`src/rtl/sipo_load_controller.sv`:
```
// Serial-in frame sequencer for a SIPO shift register: bit handshake in, word handshake out.
// Optional LOAD idle timeout is enabled with `define SIPO_CTRL_TIMEOUT_EN.
module sipo_load_controller #(
  parameter int SIZE    = 256,
  parameter int CNT_W   = $clog2(SIZE + 1),
  parameter int TIMEOUT = 1024
) (
  input  logic             clk,
  input  logic             reset,
  input  logic             start,
  input  logic             abort,
  input  logic             bit_valid,
  input  logic             bit_in,
  output logic             bit_ready,
  output logic             shift,
  output logic             s_out,
  output logic             word_valid,
  input  logic             word_ready,
  output logic             busy,
  output logic [CNT_W-1:0] bit_count,
  output logic             timeout_err
);

  typedef enum logic [1:0] {
    IDLE,
    LOAD,
    HOLD
  } state_t;

  localparam logic [CNT_W-1:0] LAST = CNT_W'(SIZE - 1);

  state_t           state_q, state_d;
  logic [CNT_W-1:0] cnt_q, cnt_d;
  logic             in_load;
  logic             xfer;
  logic             tmo_hit;

  assign in_load    = (state_q == LOAD);
  // abort suppresses acceptance so the in-flight bit never reaches the SIPO
  assign bit_ready  = in_load & ~abort;
  assign xfer       = bit_ready & bit_valid;
  assign shift      = xfer;
  assign s_out      = bit_in;
  assign word_valid = (state_q == HOLD);
  assign busy       = (state_q != IDLE);
  assign bit_count  = cnt_q;

`ifdef SIPO_CTRL_TIMEOUT_EN
  localparam int TW = $clog2(TIMEOUT + 1);

  logic [TW-1:0] tmo_q, tmo_d;

  assign tmo_hit     = in_load & ~abort & ~xfer
                     & (tmo_q == TW'(TIMEOUT - 1));
  assign timeout_err = tmo_hit;

  always_comb begin
    tmo_d = '0;
    if (in_load && !abort && !xfer && !tmo_hit)
      tmo_d = tmo_q + 1'b1;
  end

  always_ff @(posedge clk or posedge reset) begin
    if (reset) tmo_q <= '0;
    else       tmo_q <= tmo_d;
  end
`else
  assign tmo_hit     = 1'b0;
  assign timeout_err = 1'b0;
`endif

  always_comb begin
    state_d = state_q;
    cnt_d   = cnt_q;
    if (abort) begin
      state_d = IDLE;
      cnt_d   = '0;
    end else begin
      unique case (state_q)
        IDLE: begin
          if (start) begin
            state_d = LOAD;
            cnt_d   = '0;
          end
        end
        LOAD: begin
          if (xfer) begin
            cnt_d = cnt_q + 1'b1;
            if (cnt_q == LAST) state_d = HOLD;
          end else if (tmo_hit) begin
            state_d = IDLE;
            cnt_d   = '0;
          end
        end
        HOLD: begin
          if (word_ready) begin
            state_d = start ? LOAD : IDLE;
            cnt_d   = '0;
          end
        end
        default: begin
          state_d = IDLE;
          cnt_d   = '0;
        end
      endcase
    end
  end

  always_ff @(posedge clk or posedge reset) begin
    if (reset) begin
      state_q <= IDLE;
      cnt_q   <= '0;
    end else begin
      state_q <= state_d;
      cnt_q   <= cnt_d;
    end
  end

endmodule

```
`config.mk`:
```
export PLATFORM = sky130hd
export DESIGN_NAME = sipo_load_controller
export DESIGN_NICKNAME = d
export VERILOG_FILES = /design/src/rtl/sipo_load_controller.sv
export SDC_FILE = /design/constraint.sdc
export NUM_CORES = 1
export LEC_CHECK = 0
export CAP_MARGIN = 25
export CORE_MARGIN = 2
export CORE_UTILIZATION = 39
export DETAILED_ROUTE_END_ITERATION = 8
export PLACE_DENSITY = 0.73
export SLEW_MARGIN = 20
export SYNTH_ARGS = -nofsm -noshare
export SYNTH_HDL_FRONTEND = slang
export SYNTH_SLANG_ARGS = --single-unit
```
`constraint.sdc`:
```
create_clock -name clk -period 1.9 [get_ports clk]
set_clock_uncertainty 0.2 [all_clocks]
set_input_delay 0.19 -clock clk [delete_from_list [all_inputs] [get_ports clk]]
set_output_delay 0.19 -clock clk [all_outputs]
set_load 0.02 [all_outputs]
```
-- After elaboration in Yosys (flattened, before gate mapping)
Cells that the tools add are included.
- flip-flop bits (word level): 11
- output and inout bits: 15
- input bits: 7
- word-level logic and storage cells: 29
- multiplexer cells: 12
- equality and inequality tests: 7
- reductions and logical operators: 4
- $add $sub $neg: 1
- bitwise gates (word level): 3
- operators by type and width (cell ; count):
    9-bit 2-to-1 mux ; 4
    9-bit one-hot mux with 3 select lines ; 1
    2-bit 2-to-1 mux ; 5
    9-bit by 1-bit adder with 9-bit output, second input constant ; 1
    9-bit by 8-bit equality test with 1-bit output, second input constant ; 1
    3-bit by 2-bit != test with 1-bit output, second input constant ; 2
    3-bit != test, second input constant ; 2
    2-bit one-hot mux with 3 select lines ; 1
    4-bit AND reduction ; 1
    3-bit AND reduction ; 1
    1-bit bitwise AND ; 2
    2-bit by 1-bit equality test with 1-bit output, second input constant ; 1
    2-bit equality test, second input constant ; 1
    2-bit zero test ; 1
    2-bit nonzero test ; 1
    1-bit 2-to-1 mux ; 1
    1-bit NOT ; 1

-- Depth between registers and ports, before layout
Gate-level depths: netlist of run 1.
- word-level depth: 6
- depth in mapped cells: 8

-- Least setup slack after synthesis of run 1
OpenSTA, ideal clock, no wires.
- kind: reg2reg
- start point: reg cnt_q[0], in the netlist bit_count[0]
- end point: reg state_q[0]
- setup slack: -0.131 ns
- setup time: 0.082 ns
- path buffers: 0
- stages on the path, launching flop included: 9
- required time: 1.618 ns
- arrival time: 1.749 ns
- period minus slack after synthesis: 2.031 ns
- cells stage by stage: dfrtp_1 ha_1 and3_1 and3_1 and3_1 ha_1 o21ai_0 a32oi_1 o22ai_1
- longest elaborated chain between the ends: 3
- ends and longest elaborated chain (what ; line ; text):
    start, declared ; 33 ; logic [CNT_W-1:0] cnt_q, cnt_d;
    start signal, assigned ; 115 ; cnt_q <= cnt_d;
    9-bit by 8-bit equality test with 1-bit output ; 89 ; if (cnt_q == LAST) state_d = HOLD;
    3-bit by 2-bit != test with 1-bit output (no source line) ; -- ;
    4-bit AND reduction (no source line) ; -- ;
    end signal, assigned ; 114 ; state_q <= state_d;
    end, declared ; 32 ; state_t state_q, state_d;
Every way passes these cells.
A chain may end at the register's enable or synchronous reset.

-- Final worst setup path of run 1
Ends and elaborated chain as after synthesis.

==> metrics.yaml, run 1 <==
run_status:
  status: "completed"
setup_path:
  critPathKind: "flip-flop to flip-flop"
  cp_data_arrival_time_ns: 1.82
  path_common_cell: "and3_4"
  worst_r2r_path_depth: 8
  worst_setup_path_start_kind: "flip-flop"
  critPathMaxFanout: 2
  critPathSlowestCell: "dfrtp_2"
  worst-path-buf-inv: 0
  critical_path_depth: 8
  end_kind: "flip-flop"
  worstPathCellList: "ha_4, and3_4, and3_4, and3_4, ha_4, o21ai_2, a32oi_1, o22ai_1"
  required_ns: 1.88
  critical_path.max_stage_delay_ns: 0.43
  critical-path-top-delay-family: "simple AND/OR/NAND/NOR gates"
place:
  gp_congestion: 0.8369
  io_buffers: 18
  dp.cells: 114
  hpwl_um: 1170
grt:
  grt_max_degree: 12
  gr-total-overflow: 0
  grt_pass1_wl_um: 2594
  antenna_found_initial: 0
  grt_pass1_vias: 638
  grt.total_usage: 0.1740
routing:
  vias_per_cell: 5.248
  wire_per_inst_um: 12.86
  ant_nets: 0
  first_pass_iters: 4
  route.detailed.drc: 0
  routed_wl_um: 1556
  via_count: 635
  first_iter_violations: 18
die:
  initial_core_util: 0.4245
  dieArea_mm2: 0.002021
  core.rowCount: 14
  io-pin-count: 22
  coreArea_mm2: 0.001541
  die_h_um: 44.96
  die_w_um: 44.96
yosys:
  synth_area_um2: 654.4
  netlist.area_leader.share: 0.4207
  post-synth-top-count-cell: "dfrtp_1"
  synthArstFlopShare: 1.000
  synth_largest_area_cell: "dfrtp_1"
  syn_inst: 71
  postSynthAreaPerCell_um2: 9.217
  synth-seq-area-share: 0.4207
  yosysWarnings: 0
  ys_ff_latch: 11
  synth.area.top_cells: "dfrtp_1, o21ai_0, a21oi_1"
  synthFlopType: "dfrtp_1"
  ys_types: 29
  netlist_top_cells_count: "dfrtp_1, o21ai_0, inv_1, nand2_1, a21oi_1"
  synth_edf_count: 0
  synth_nets: 80
finish:
  post_route_cells_drive_above_1_share: 0.3524
  nets: 115
  fin_cells: 121
  syn2layout_area_growth_pct: 54.30
  n_antenna_cell: 0
clocking:
  clock_sinks: 11
  htree_levels: 1
  cts-hold-fix-buffers: 0
  cts_tree: "built"
  clock_latency_ns: 0.27
  path_clk_slew_ns: 0.08
  numCtsBuffers: 3
  clockBufferDepth: 2
  cts_root_buf: "clkbuf_4"
timing:
  setup_viol: 0
  fin_setup_tns_ns: 0
  grt_setup_unrepaired: "yes"
  hold_viol: 0
  fmax_mhz: 543.0
  min_period_ns: 1.842
  fin_crit_sh: 0.9693
  drv_slew: 0
run:
  drv_cap: 0
power_and_ir_drop:
  power_density_mw_per_mm2: 547.2
  irDropWorstVdd_v: 0.0003987
  leakagePower_nw: 0.4866
hold_path:
  hp-class: "input pin to async pin"
## final cells by class
class,instances,area [um2]
inverter,7,28.78
tap,16,20.02
clock inverter,1,5.005
clock buffer,3,22.52
fill,142,531.8
timing repair buffer,33,286.5
multi-input combinational,50,367.9
sequential,11,279.0
## cell families (layout without fill, tap and decap cells)
family                   after synthesis  count (layout)  synth area share
AO/OA/AOI/OAI                         22              22            0.2122
adder cells (fa/ha/maj)                2               2           0.03823
buffers and inverters                 10              44           0.08413
flip-flops                            11              11            0.4206
other                                  1               1          0.005731
AND/OR/NAND/NOR                       25              25            0.2390
## sequential cells by signal, indices dropped and copies added, names as in the netlist
name       count
bit_count      9
state_q        2
## what timing repair did
| action | in CTS | in global routing |
|---|---|---|
| pin swaps | 4 | 4 |
| resized for setup | 8 | 5 |
| endpoints found under the setup margin | 5 | 3 |
| setup buffers | 1 | 2 |
## report_power, final
group	internal (W)	switching [W]	total [W]
registers	0.000242	0.0000135	0.000256
logic	0.0000625	0.0000719	0.000134
clock network	0.0000778	0.0000846	0.000162
total	0.000383	0.000170	0.000553
## through the flow
step | worst slack [ns] | instance area, um2 | util | total power (W) | hold WS (ns)
final | 0.05841 | 1010 | 0.6550 | 0.0005526 | 0.02014
after global routing | -0.03037 | 1010 | 0.6550 | 0.0005884 | 0.05511
after CTS | 0.0008513 | 982.2 | 0.6372 | 0.0005547 | 0.03157
after detailed placement | -0.1911 | 938.4 | 0.6088 | 0.0003960 | 0.1804
after global placement | -0.1944 | 938.4 | 0.6088 | 0.0003952 | 0.1804
after floorplan | 0.01581 | 674.4 | - | 0.0003415 | -0.1577
## worst register-to-register path, delay by kind of cell (launching register included)
family | cells | cell delay, ns
and+or+nand+nor | 3 | 0.51
AOI/OAI and AO/OA | 3 | 0.29
DFF | 1 | 0.43
adders and majority gates | 2 | 0.32
## layer usage
layer,up-vias,wire length (um),GRT usage
met4,0,19,0.07647
met3,4,106,0.02800
met1,288,734,0.2374
li1,319,-,-
met2,24,695,0.2714
met5,-,0,0
## placed cells by master (no fill, tap or decap), types with 3 or more instances in the layout
master	instances
buf_4	15
clkdlybuf4s50_1	13
dfrtp_1	8
nand2_1	6
o21ai_0	6
inv_1	6
a21oi_1	5
and3_4	3
nand3_1	3
dfrtp_2	3
clkbuf_4	3
dlygate4sd2_1	3
## final timing paths
check	slack, ns	startpoint	to
worst max-delay path	0.06	bit_count[0]	state_q[0]
worst min-delay path	0.02	reset	state_q[1]
max in group asynchronous	1.15	reset	bit_count[0]
min in group clk	0.18	bit_in	s_out
worst max register to register	0.06	bit_count[0]	state_q[0]
worst min register to register	0.37	bit_count[7]	bit_count[7]
No activity file was read; power rests on OpenSTA's default activity.
==> inputs of run 2 (changes only) <==
PLACE_DENSITY = default   (was 0.73)
PLACE_DENSITY_LB_ADDON = 0.1   (was default)
==> metrics.yaml, run 2 (synthesized netlist as in run 1, its figures left out) <==
setup_path:
  critPathKind: "flip-flop to flip-flop"
  cp_data_arrival_time_ns: 1.88  # +0.06 ns
  critical-path-top-delay-family: "simple AND/OR/NAND/NOR gates"
  critPathMaxFanout: 2  # unchanged
  critical_path.max_stage_delay_ns: 0.43  # about the same
  worst_setup_path_start_kind: "flip-flop"
  critPathSlowestCell: "dfrtp_2"
  required_ns: 1.89  # about the same
  path_common_cell: "and3_4"
  worst-path-buf-inv: 0  # unchanged
  end_kind: "flip-flop"
  critical_path_depth: 8  # unchanged
  worst_r2r_path_depth: 8  # unchanged
  worstPathCellList: "ha_4, and3_4, and3_4, and3_4, ha_4, o21ai_2, a32oi_1, o22ai_1"
timing:
  fin_setup_tns_ns: 0  # unchanged
  fmax_mhz: 527.9  # -2.8%
  hold_viol: 0  # unchanged
  min_period_ns: 1.894  # +0.05279 ns
  fin_crit_sh: 0.9970  # +0.02778
  drv_slew: 0  # unchanged
  setup_viol: 0  # unchanged
  fin_ws_ns: 0.005624  # -0.05279 ns
  hold_ws_ns: 0.02236  # +0.002220 ns
  grt_setup_unrepaired: "yes"
grt:
  grt_max_degree: 12  # unchanged
  gr-total-overflow: 0  # unchanged
  grt_pass1_vias: 626  # -1.9%
  antenna_found_initial: 0  # unchanged
  grt_pass1_wl_um: 2704  # +4.2%
  grt.total_usage: 0.1895  # +0.01550
routing:
  first_pass_iters: 4  # unchanged
  vias_per_cell: 5.309  # +1.2%
  ant_nets: 0  # unchanged
  first_iter_violations: 12  # -6
  wire_per_inst_um: 13.59  # +5.6%
  routed_wl_um: 1671  # +7.4%
  via_count: 653  # +2.8%
  route.detailed.drc: 0  # unchanged
finish:
  syn2layout_area_growth_pct: 57.17
  layout_common_cells: "buf_4, clkdlybuf4s50_1, dfrtp_1"
  final-seq-area_um2: 279.0  # unchanged
  fillCellCount: 140  # -1.4%
  post_route_cells_drive_above_1_share: 0.3458  # -0.006587
  n_antenna_cell: 0  # unchanged
  multi_input_area_um2: 367.9  # unchanged
  mostFrequentLayoutCell: "buf_4"
  nets: 117  # +1.7%
  largest_register_ffs: 9  # unchanged
hold_path:
  hp-class: "input pin to async pin"
clocking:
  cts_root_buf: "clkbuf_4"
  clockBufferDepth: 2  # unchanged
  cts-hold-fix-buffers: 0  # unchanged
  cts_tree: "built"
  clock_sinks: 11  # unchanged
  htree_levels: 1  # unchanged
  clock_latency_ns: 0.27  # about the same
  numCtsBuffers: 3  # unchanged
  path_clk_slew_ns: 0.07  # about the same
power_and_ir_drop:
  leakagePower_nw: 0.4869  # about the same
  irDropWorstVdd_v: 0.0004479  # +12%
  power_density_mw_per_mm2: 550.1  # +0.53%
place:
  io_buffers: 18  # unchanged
  gp_congestion: 0.7793  # -6.9%
  hpwl_um: 1226  # +4.8%
  dp_slack_ns: -0.1560  # +0.03512 ns
die:
  io-pin-count: 22  # unchanged
  die_h_um: 44.96  # unchanged
  core.rowCount: 14  # unchanged
  coreArea_mm2: 0.001541  # unchanged
  initial_core_util: 0.4245  # unchanged
  die_w_um: 44.96  # unchanged
  dieArea_mm2: 0.002021  # unchanged
run_status:
  status: "completed"
run:
  drv_cap: 0  # unchanged
[run 2: cell types whose count changed in the layout (fill, tap and decap cells not counted), sizes merged]
cell           before  now
buf                15   17
clkdlybuf4s50      13   14
clkinv              1    0
[run 2: per-stage QoR]
stage	power (W)	cells	cell area (um2)	utilization
after floorplan	0.0003415	71	674.4	-
after global placement	0.0004021	117	960.9	0.6234
after detailed placement	0.0004037	117	960.9	0.6234
after CTS	0.0005673	121	984.7	0.6388
after global routing	0.0005988	123	1028	0.6672
final	0.0005658	123	1028	0.6672
[run 2: metal layers]
metal	up-vias	global-route usage	share of wire
met4	0	0.05294	0.0060
met3	2	0.07200	0.054
met2	18	0.3000	0.52
met1	310	0.2412	0.42
met5	-	0	0
li1	323	-	-
[run 2: area by class of cell]
cell class,count,area share
inverter,7,0.02798
multi-input combinational,50,0.3577
timing repair buffer,35,0.2981
tap,16,0.01946
sequential,11,0.2713
clock buffer,4,0.02555
[run 2: repair_timing]
action	4_1_cts	5_1_grt
cloned	0	0
resized for setup	4	6
pin swaps	0	4
setup buffers	0	2
setup endpoints to repair	4	2
[run 2: worst register-to-register path: stages, from the launching register on]
cell and delay (ns):
dfrtp_2 0.43, ha_4 0.16, and3_4 0.17, and3_4 0.17
and3_4 0.18, ha_4 0.16, o21ai_2 0.13, a32oi_1 0.08
o22ai_1 0.13
[run 2: report_power, final]
group | switching, W | internal (W)
Clock | 0.0000777 | 0.0000814
Combinational | 0.0000837 | 0.0000732
Sequential | 0.00000750 | 0.000242
[run 2: path summary, 6_finish.rpt]
kind / startpoint / to / slack [ns]
worst min-delay path: reset / bit_count[5] / 0.02
worst min register to register: bit_count[7] / bit_count[7] / 0.36
worst max register to register: bit_count[0] / state_q[0] / 0.006
min in group clk: bit_in / s_out / 0.18
max in group asynchronous: reset / state_q[0] / 1.13
worst max-delay path: bit_count[0] / state_q[0] / 0.006
